===== src/rtl/brm_sync_ctrl_if.sv =====
// SD sector handshake and BRM port-B bus shared between brm_sync_ctrl (master) and hps_io/BRM (slave).
// Latency: none (signal bundle only); backpressure is the sd_ack pulse handshake.
interface brm_sync_ctrl_if #(
   parameter int AW = 12
);
   logic [31:0]   sd_lba;
   logic          sd_rd;
   logic          sd_wr;
   logic          sd_ack;
   logic [7:0]    sd_buff_addr;
   logic [15:0]   sd_buff_dout;
   logic          sd_buff_wr;
   logic [AW-1:0] bram_addr;
   logic [15:0]   bram_din;
   logic          bram_we;

   modport master (
      output sd_lba, sd_rd, sd_wr, bram_addr, bram_din, bram_we,
      input  sd_ack, sd_buff_addr, sd_buff_dout, sd_buff_wr
   );

   modport slave (
      input  sd_lba, sd_rd, sd_wr, bram_addr, bram_din, bram_we,
      output sd_ack, sd_buff_addr, sd_buff_dout, sd_buff_wr
   );
endinterface


===== src/rtl/brm_sync_ctrl.sv =====
// BRM port-B sequencer: multi-sector SD load/save of a save slot and HuBM format; busy 2 cycles after a request edge.
// Backpressure: each sector waits for an sd_ack pulse; BRM_FORMAT_CLEAR_EN makes format zero the whole BRM.
module brm_sync_ctrl #(
   parameter int SECTORS = 16,
   parameter int AW      = $clog2(SECTORS) + 8
) (
   input  logic       clk_sys,
   input  logic       reset,
   input  logic       downloading,
   input  logic       img_mounted,
   input  logic       img_readonly,
   input  logic       img_size_nz,
   input  logic       load_req,
   input  logic       save_req,
   input  logic       format_req,
   input  logic [1:0] slot,
   brm_sync_ctrl_if.master bus,
   output logic       enabled,
   output logic       busy,
   output logic       loading
);
   localparam int LB = $clog2(SECTORS);
`ifdef BRM_FORMAT_CLEAR_EN
   localparam logic [AW-1:0] FMT_LAST = AW'(SECTORS * 256 - 1);
`else
   localparam logic [AW-1:0] FMT_LAST = AW'(3);
`endif

   typedef enum logic [1:0] {IDLE, XFER, FMT} state_t;

   state_t        state, state_nxt;
   logic [31:0]   lba, lba_nxt;
   logic          rd, rd_nxt, wr, wr_nxt, ld, ld_nxt;
   logic [AW-1:0] cnt, cnt_nxt;
   logic          dl_q, ack_q, load_q, save_q, fmt_q;
   logic          go_load, go_save, go_fmt;
   logic          load_edge, save_edge, fmt_edge, idle_free;

   assign load_edge = load_req & ~load_q;
   assign save_edge = save_req & ~save_q;
   assign fmt_edge  = format_req & ~fmt_q;
   // A start strobe already in flight counts as busy so a second edge cannot sneak in.
   assign idle_free = (state == IDLE) & ~(go_load | go_save | go_fmt);

   always_ff @(posedge clk_sys) begin
      if (reset) begin
         state   <= IDLE;
         lba     <= '0;
         rd      <= 1'b0;
         wr      <= 1'b0;
         ld      <= 1'b0;
         cnt     <= '0;
         dl_q    <= 1'b0;
         ack_q   <= 1'b0;
         load_q  <= 1'b0;
         save_q  <= 1'b0;
         fmt_q   <= 1'b0;
         go_load <= 1'b0;
         go_save <= 1'b0;
         go_fmt  <= 1'b0;
         enabled <= 1'b0;
      end else begin
         state   <= state_nxt;
         lba     <= lba_nxt;
         rd      <= rd_nxt;
         wr      <= wr_nxt;
         ld      <= ld_nxt;
         cnt     <= cnt_nxt;
         dl_q    <= downloading;
         ack_q   <= bus.sd_ack;
         load_q  <= load_req;
         save_q  <= save_req;
         fmt_q   <= format_req;
         go_load <= idle_free & enabled & load_edge;
         go_save <= idle_free & enabled & save_edge & ~load_edge;
         go_fmt  <= idle_free & fmt_edge & ~load_edge & ~save_edge;
         if (downloading & ~dl_q)
            enabled <= 1'b0;
         else if (downloading & img_mounted & img_size_nz & ~img_readonly)
            enabled <= 1'b1;
      end
   end

   always_comb begin
      state_nxt = state;
      lba_nxt   = lba;
      rd_nxt    = rd;
      wr_nxt    = wr;
      ld_nxt    = ld;
      cnt_nxt   = cnt;
      case (state)
         IDLE: begin
            if (go_load | go_save) begin
               lba_nxt   = 32'(slot) << LB;
               ld_nxt    = go_load;
               rd_nxt    = go_load;
               wr_nxt    = go_save;
               state_nxt = XFER;
            end else if (go_fmt) begin
               cnt_nxt   = '0;
               state_nxt = FMT;
            end
         end
         XFER: begin
            if (bus.sd_ack & ~ack_q) begin
               rd_nxt = 1'b0;
               wr_nxt = 1'b0;
            end else if (~bus.sd_ack & ack_q) begin
               if (lba[LB-1:0] == LB'(SECTORS - 1)) begin
                  state_nxt = IDLE;
                  ld_nxt    = 1'b0;
               end else begin
                  lba_nxt = lba + 32'd1;
                  rd_nxt  = ld;
                  wr_nxt  = ~ld;
               end
            end
         end
         FMT: begin
            cnt_nxt = cnt + AW'(1);
            if (cnt == FMT_LAST)
               state_nxt = IDLE;
         end
         default: state_nxt = IDLE;
      endcase
   end

   // Port-B mux: format counter owns the port in FMT, otherwise the SD buffer drives it (loads only).
   always_comb begin
      bus.bram_addr = {lba[LB-1:0], bus.sd_buff_addr};
      bus.bram_din  = bus.sd_buff_dout;
      bus.bram_we   = bus.sd_buff_wr & bus.sd_ack & ld;
      if (state == FMT) begin
         bus.bram_addr = cnt;
         bus.bram_we   = 1'b1;
         case (cnt)
            AW'(0):  bus.bram_din = 16'h5548;
            AW'(1):  bus.bram_din = 16'h4D42;
            AW'(2):  bus.bram_din = 16'h8800;
            AW'(3):  bus.bram_din = 16'h8010;
            default: bus.bram_din = 16'h0000;
         endcase
      end
   end

   assign bus.sd_lba = lba;
   assign bus.sd_rd  = rd;
   assign bus.sd_wr  = wr;
   assign busy       = (state != IDLE);
   assign loading    = ld;
endmodule


===== src/flat_wrapper.sv =====
// flat-port wrapper written by rule: the top's interface ports become plain ports
module brm_sync_ctrl_flat 
#(
   parameter int SECTORS = 16,
   parameter int AW      = $clog2(SECTORS) + 8
)
  (clk_sys, reset, downloading, img_mounted, img_readonly, img_size_nz, load_req, save_req, format_req, slot, enabled, busy, loading, bus_sd_lba, bus_sd_rd, bus_sd_wr, bus_bram_addr, bus_bram_din, bus_bram_we, bus_sd_ack, bus_sd_buff_addr, bus_sd_buff_dout, bus_sd_buff_wr);
  brm_sync_ctrl_if #(.AW(AW)) bus_i ();
  input  logic clk_sys;
  input  logic reset;
  input  logic downloading;
  input  logic img_mounted;
  input  logic img_readonly;
  input  logic img_size_nz;
  input  logic load_req;
  input  logic save_req;
  input  logic format_req;
  input  logic [1:0] slot;
  output logic enabled;
  output logic busy;
  output logic loading;
  output wire logic [$bits(bus_i.sd_lba)-1:0] bus_sd_lba;
  output wire logic [$bits(bus_i.sd_rd)-1:0] bus_sd_rd;
  output wire logic [$bits(bus_i.sd_wr)-1:0] bus_sd_wr;
  output wire logic [$bits(bus_i.bram_addr)-1:0] bus_bram_addr;
  output wire logic [$bits(bus_i.bram_din)-1:0] bus_bram_din;
  output wire logic [$bits(bus_i.bram_we)-1:0] bus_bram_we;
  input wire logic [$bits(bus_i.sd_ack)-1:0] bus_sd_ack;
  input wire logic [$bits(bus_i.sd_buff_addr)-1:0] bus_sd_buff_addr;
  input wire logic [$bits(bus_i.sd_buff_dout)-1:0] bus_sd_buff_dout;
  input wire logic [$bits(bus_i.sd_buff_wr)-1:0] bus_sd_buff_wr;
  assign bus_sd_lba = bus_i.sd_lba;
  assign bus_sd_rd = bus_i.sd_rd;
  assign bus_sd_wr = bus_i.sd_wr;
  assign bus_bram_addr = bus_i.bram_addr;
  assign bus_bram_din = bus_i.bram_din;
  assign bus_bram_we = bus_i.bram_we;
  assign bus_i.sd_ack = bus_sd_ack;
  assign bus_i.sd_buff_addr = bus_sd_buff_addr;
  assign bus_i.sd_buff_dout = bus_sd_buff_dout;
  assign bus_i.sd_buff_wr = bus_sd_buff_wr;
  brm_sync_ctrl #(.SECTORS(SECTORS), .AW(AW)) u_core (.clk_sys(clk_sys), .reset(reset), .downloading(downloading), .img_mounted(img_mounted), .img_readonly(img_readonly), .img_size_nz(img_size_nz), .load_req(load_req), .save_req(save_req), .format_req(format_req), .slot(slot), .bus(bus_i), .enabled(enabled), .busy(busy), .loading(loading));
endmodule

===== config.mk =====
export PLATFORM = sky130hd
export DESIGN_NAME = brm_sync_ctrl_flat
export DESIGN_NICKNAME = d
export VERILOG_FILES = /design/src/rtl/brm_sync_ctrl_if.sv /design/src/rtl/brm_sync_ctrl.sv /design/src/flat_wrapper.sv
export SDC_FILE = /design/constraint.sdc
export NUM_CORES = 1
export LEC_CHECK = 0
export CAP_MARGIN = 20
export CORE_MARGIN = 1.5
export CORE_UTILIZATION = 48
export DETAILED_ROUTE_END_ITERATION = 8
export PLACE_DENSITY = 0.85
export SYNTH_ARGS = -nofsm -noshare
export SYNTH_HDL_FRONTEND = slang
export SYNTH_SLANG_ARGS = --single-unit

===== constraint.sdc =====
create_clock -name clk_sys -period 4.3 [get_ports clk_sys]
set_input_delay 0.43 -clock clk_sys [delete_from_list [all_inputs] [get_ports clk_sys]]
set_output_delay 0.43 -clock clk_sys [all_outputs]
set_load 0.05 [all_outputs]

==> impl_metrics.py, run 1 <==
metrics = {
    "critical_path": {
        "slowest_stage": "clkdlybuf4s50_1",
        "worstPathArrival_ns": 2.75,
        "critical_path.max_stage_delay_ns": 0.79,
        "regToRegSetupSlack_ns": 2.31,
        "cp-start-kind": "register",
        "cpLargestDelayFamily": "simple AND/OR/NAND/NOR gates",
        "r2r_end": "u_core.bus.sd_lba[17]",
        "path_cells": "nor4_1 > nand3_1 > nor2_1 > o21a_1 > a21o_1 > clkdlybuf4s50_1",
        "cp.depth": 6,
        "end_kind": "output pin",
        "worstPathRequired_ns": 3.87,
        "rr_startpoint": "u_core.go_save",
        "reg2reg_depth": 5,
        "crit_type": "register to output pin",
        "path_buf_inv": 1,
        "cp_max_fo": 7,
    },
    "timing": {
        "post-route-period-util_pct": 74.0,
        "rsz0062_at_grt": "false",
        "timing.final.hold_violations": 0,
        "finalSetupTns_ns": 0,
        "slew_headroom_pct": 38.2,
        "worst_pin_slew_ns": 0.924,
        "finalSetupViolCount": 0,
        "fmax_mhz": 314,
        "fin_skew_ns": 0.00982,
        "setup_ws_ns": 1.12,
        "fin_crit_ns": 3.18,
        "maxSlewViolCount": 0,
    },
    "route": {
        "drc_errors": 0,
        "wire_per_inst_um": 14.1,
        "drtIter0Drc": 103,
        "drt_first_pass_iters": 4,
        "via_per_inst": 5.32,
        "postRouteAntennaNets": 0,
        "vias": 2788,
        "wl_um": 7390,
    },
    "global_route": {
        "grt_start_max_net_pins": 36,
        "grt_pass1_vias": 2590,
        "antenna_found_initial": 0,
        "track_usage_pct": 24.4,
        "grt_first_pass_wirelength_um": 12000,
        "gr-total-overflow": 0,
    },
    "synth": {
        "synth-seq-cells": 58,
        "yosysSeqAreaShare_pct": 41.7,
        "synth-edff-count": 0,
        "syn-num-nets": 385,
        "synth_async_sr_flop_share_pct": 0,
        "netlist_instances": 343,
        "synth_cell_types": 45,
        "synthFlopType": "dfxtp_1",
        "synth_warnings": 0,
        "postSynthAreaPerCell_um2": 8.13,
        "syn_area_um2": 2790,
    },
    "cells_and_area": {
        "largest_reg_flops": 32,
        "nets": 489,
        "final_area_um2": 4110,
        "stdcell_count": 524,
        "area_delta_synth_final_pct": 47.3,
        "mostFrequentLayoutCell": "clkdlybuf4s50_1",
        "diodes": 0,
        "drive_gt1_share_pct": 7.08,
        "utilization_pct": 74.1,
        "final_cell_mix": "clkdlybuf4s50_1 (102), nand2_1 (68), dfxtp_1 (58)",
    },
    "floorplanning": {
        "die_y_um": 79.2,
        "dieArea_um2": 6270,
        "initial_utilization_pct": 50.3,
        "ios": 103,
        "core-area_um2": 5540,
        "die_w_um": 79.2,
        "placementRows": 27,
    },
    "clocking": {
        "cts_hold_buf": 0,
        "cts.sinks": 58,
        "cts_tree": "yes",
        "cts_buffers": 9,
        "cts-root-buf": "clkbuf_8",
        "clock_latency_ns": 0.35,
        "post_cts_resized": 0,
        "cts.clk_slew.worst_paths_ns": 0.06,
        "cts_max_level": 3,
        "post-cts-setup-buffers": 0,
        "clockBufferDepth": 2,
    },
    "worst_hold_path": {
        "hold_end": "u_core.go_save",
        "whs_path_depth": 3,
        "holdCritStartpoint": "u_core.save_q",
        "worst_hold_path_type": "register to register",
    },
    "place": {
        "dp_cells": 507,
        "numPortBuffers": 102,
        "placed_cell_area_um2": 3860,
        "gp_congestion": 0.905,
        "dp_hpwl_um": 5390,
        "preCtsSetupSlack_ns": 1.33,
    },
    "run_status": {
        "status": "completed",
    },
    "flow_run": {
        "cap_violations": 0,
    },
    "power": {
        "peakVddDrop_v": 0.000275,
        "p_leak_nw": 1.58,
        "p_per_area_nw_per_um2": 319,
    },
}
-- power breakdown --
group          switching [mW]  leakage [nW]  internal, mW  total (mW)
Clock                   0.225         0.112         0.342       0.567
Combinational           0.116          1.00        0.0792       0.195
Sequential            0.00432         0.469         0.542       0.546
Total                   0.345          1.58         0.963        1.31
-- cell type report --
type,count,area [um2]
Clock buffer,10,138
Clock inverter,6,90.1
Fill cell,443,1430
Inverter,6,22.5
Multi-Input combinational cell,268,1560
Sequential cell,58,1160
Tap cell,72,90.1
Timing Repair Buffer,104,1040
-- metal layers --
| metal | up-vias | part of all wire (%) | GRT usage, % |
|---|---|---|---|
| li1 | 1396 | - | - |
| met2 | 76 | 50 | 39.6 |
| met5 | - | 0 | 0 |
| met1 | 1307 | 44 | 30.5 |
| met3 | 9 | 4.3 | 5.06 |
| met4 | 0 | 1.5 | 12.1 |
-- through the flow --
step | power, mW | hold slack [ns]
5_1_grt | 1.36 | 0.510
2_1_floorplan | 0.672 | 0.452
4_1_cts | 1.32 | 0.484
3_3_place_gp | 0.750 | 0.462
3_5_place_dp | 0.751 | 0.476
6_report | 1.31 | 0.486
-- logic make-up after synthesis --
logic type / synth area share, %
multiplexers: 1.08
XOR/XNOR: 4.71
adder cells (fa/ha/maj): 2.24
flip-flops: 41.7
buffers and inverters: 2.33
AND/OR/NAND/NOR: 36.1
AO/OA/AOI/OAI: 11.9
-- Yosys cell counts, types with 3 or more instances --
| master | instances | area (um2) |
|---|---|---|
| a21o_1 | 4 | 30.0 |
| a21oi_1 | 10 | 50.1 |
| and2_1 | 19 | 119 |
| clkbuf_1 | 10 | 37.5 |
| dfxtp_1 | 58 | 1160 |
| ha_1 | 5 | 62.6 |
| inv_1 | 5 | 18.8 |
| mux2i_1 | 3 | 30.0 |
| nand2_1 | 68 | 255 |
| nand2b_1 | 5 | 31.3 |
| nand3_1 | 12 | 60.1 |
| nand4_1 | 13 | 81.3 |
| nor2_1 | 33 | 124 |
| nor2b_1 | 11 | 68.8 |
| nor3_1 | 9 | 45.0 |
| nor4_1 | 8 | 50.1 |
| o21ai_0 | 13 | 65.1 |
| o31ai_1 | 3 | 22.5 |
| or3_1 | 8 | 50.1 |
| xnor2_1 | 6 | 52.6 |
| xor2_1 | 9 | 78.8 |
-- worst reg2reg max path: stages (launching register included) --
cell and delay (ns):
dfxtp_1 0.37, nor2_2 0.35, nor2_1 0.19, nor2_1 0.74, o211ai_1 0.19, nand2_1 0.10
-- how the worst max path moves through the flow --
stage                         start               end  slack, ns
floorplan             u_core.cnt[7]  bus_bram_din[11]       1.79
global placement    u_core.state[0]   bus_bram_din[6]       1.43
detailed placement  u_core.state[1]  bus_bram_din[14]       1.33
CTS                 u_core.state[1]  bus_bram_din[14]       0.95
global route        u_core.state[1]   bus_bram_din[1]       0.98
finish                u_core.cnt[2]  bus_bram_din[14]       1.12
Note: power is estimated with default switching activity, not from simulation.
==> inputs of run 2 (changes only) <==
Settings changed: CORE_UTILIZATION 48 to 44, PLACE_DENSITY 0.85 to 0.78.
Clock period 4.3 ns to 3.05 ns, I/O delays scaled along.
==> impl_metrics.py, run 2 (synthesis results as in run 1) <==
metrics = {
    "cells_and_area": {
        "multi_input_area_um2": 1560,
        "nets": 491,
        "nFillCells": 518,
        "final_cell_mix": "clkdlybuf4s50_1 (98), nand2_1 (68), dfxtp_1 (58)",
        "drive_gt1_share_pct": 7.71,
        "seqCellArea_um2": 1160,
        "diodes": 0,
        "largest_reg_flops": 32,
        "area_delta_synth_final_pct": 48.2,
        "mostFrequentLayoutCell": "clkdlybuf4s50_1",
        "final_area_um2": 4130,
        "utilization_pct": 68.6,
    },
    "place": {
        "gp_congestion": 0.817,
        "dp_hpwl_um": 5480,
        "numPortBuffers": 102,
        "placed_cell_area_um2": 3890,
        "preCtsSetupSlack_ns": 0.506,
    },
    "route": {
        "wl_um": 7450,
        "drc_errors": 0,
        "drt_first_pass_iters": 4,
        "vias": 2777,
        "via_per_inst": 5.25,
        "drtIter0Drc": 132,
        "wire_per_inst_um": 14.1,
        "postRouteAntennaNets": 0,
    },
    "worst_hold_path": {
        "whs_path_depth": 3,
        "holdCritStartpoint": "u_core.fmt_q",
        "worst_hold_path_type": "register to register",
        "hold_end": "u_core.go_fmt",
    },
    "clocking": {
        "cts.clk_slew.worst_paths_ns": 0.07,
        "cts_max_level": 3,
        "cts_tree": "yes",
        "clockBufferDepth": 2,
        "post_cts_resized": 0,
        "clock_latency_ns": 0.33,
        "cts-root-buf": "clkbuf_8",
        "cts_hold_buf": 0,
        "post-cts-setup-buffers": 0,
        "cts_buffers": 9,
        "cts.sinks": 58,
    },
    "critical_path": {
        "path_cells": "nand2b_1 > buf_4 > o31ai_1 > clkdlybuf4s50_1",
        "slowest_stage": "clkdlybuf4s50_1",
        "end_kind": "output pin",
        "worstPathArrival_ns": 2.47,
        "critical_path.max_stage_delay_ns": 0.85,
        "regToRegSetupSlack_ns": 1.05,
        "reg2reg_depth": 5,
        "rr_startpoint": "u_core.go_save",
        "cp_max_fo": 13,
        "cp-start-kind": "register",
        "worstPathRequired_ns": 2.74,
        "r2r_end": "u_core.bus.sd_lba[17]",
        "crit_type": "register to output pin",
    },
    "timing": {
        "setup_ws_ns": 0.275,
        "slew_headroom_pct": 35.8,
        "finalSetupViolCount": 0,
        "rsz0062_at_grt": "false",
        "fin_crit_ns": 2.77,
        "finalSetupTns_ns": 0,
        "post-route-period-util_pct": 91.0,
        "fin_skew_ns": 0.00701,
        "fmax_mhz": 360,
        "worst_pin_slew_ns": 0.960,
        "maxSlewViolCount": 0,
        "timing.final.hold_violations": 0,
    },
    "power": {
        "p_per_area_nw_per_um2": 452,
        "p_leak_nw": 1.62,
        "peakVddDrop_v": 0.000411,
    },
    "flow_run": {
        "cap_violations": 0,
    },
    "global_route": {
        "grt_pass1_vias": 2481,
        "grt_first_pass_wirelength_um": 11700,
        "gr-total-overflow": 0,
        "track_usage_pct": 22.4,
        "grt_start_max_net_pins": 19,
        "antenna_found_initial": 0,
    },
    "floorplanning": {
        "die_w_um": 82.6,
        "die_y_um": 82.6,
        "core-area_um2": 6030,
        "ios": 103,
        "dieArea_um2": 6820,
        "initial_utilization_pct": 46.3,
        "placementRows": 28,
    },
    "run_status": {
        "status": "completed",
    },
}
## run 2: cell count changes in the layout (fill, tap and decap cells not counted), sizes merged
cell           previous run  this run
clkdlybuf4s50           102        98
dlymetal6s2s              0         3
clkbuf                   10        12
buf                       2         5
clkinv                    3         1
## run 2: area by class of cell
class                           instances  share of cell area [%]
Clock buffer                           12                    4.00
Clock inverter                          4                    1.76
Inverter                                6                   0.545
Multi-Input combinational cell        268                    37.8
Sequential cell                        58                    28.1
Tap cell                               75                    2.27
Timing Repair Buffer                  106                    25.6
## run 2: worst max-delay path by stage
stage | startpoint | slack, ns | depth (start not counted) | endpoint
floorplan | u_core.cnt[7] | 0.66 | 3 | bus_bram_din[11]
global placement | u_core.cnt[7] | 0.55 | 6 | bus_bram_din[14]
detailed placement | u_core.cnt[7] | 0.51 | 6 | bus_bram_din[8]
CTS | u_core.cnt[7] | 0.12 | 6 | bus_bram_din[8]
global route | u_core.cnt[2] | 0.10 | 6 | bus_bram_din[3]
finish | u_core.state[1] | 0.28 | 4 | bus_bram_din[15]
## run 2: metal layers
layer / track usage (%) / wire length [um]
met1: 30.0 / 3410
met2: 34.7 / 3630
met3: 6.15 / 333
met4: 7.67 / 75
met5: 0 / 0
## run 2: where the power goes
part	internal [mW]	total [mW]	switching [mW]
Combinational	0.111	0.275	0.164
Clock	0.525	0.824	0.299
Sequential	0.764	0.770	0.00595
## run 2: through the flow
step | cells | power, mW | hold slack, ns
3_5_place_dp | 513 | 1.06 | 0.477
3_3_place_gp | 513 | 1.06 | 0.468
5_1_grt | 529 | 1.95 | 0.505
2_1_floorplan | 343 | 0.947 | 0.388
6_report | 529 | 1.87 | 0.485
4_1_cts | 529 | 1.89 | 0.493
## run 2: worst max-delay path, delay by kind of cell (launching register included)
family	cells	cell delay [ns]
flip-flops	1	0.47
AND/OR/NAND/NOR	1	0.29
AO/OA/AOI/OAI	1	0.25
buffers and inverters	2	1.13
==> inputs of run 3 (changes only) <==
Settings changed: CTS_CLUSTER_SIZE set to 12.
==> results of run 3 <==
Final layout, timing and power as in run 2 (identical DEF).
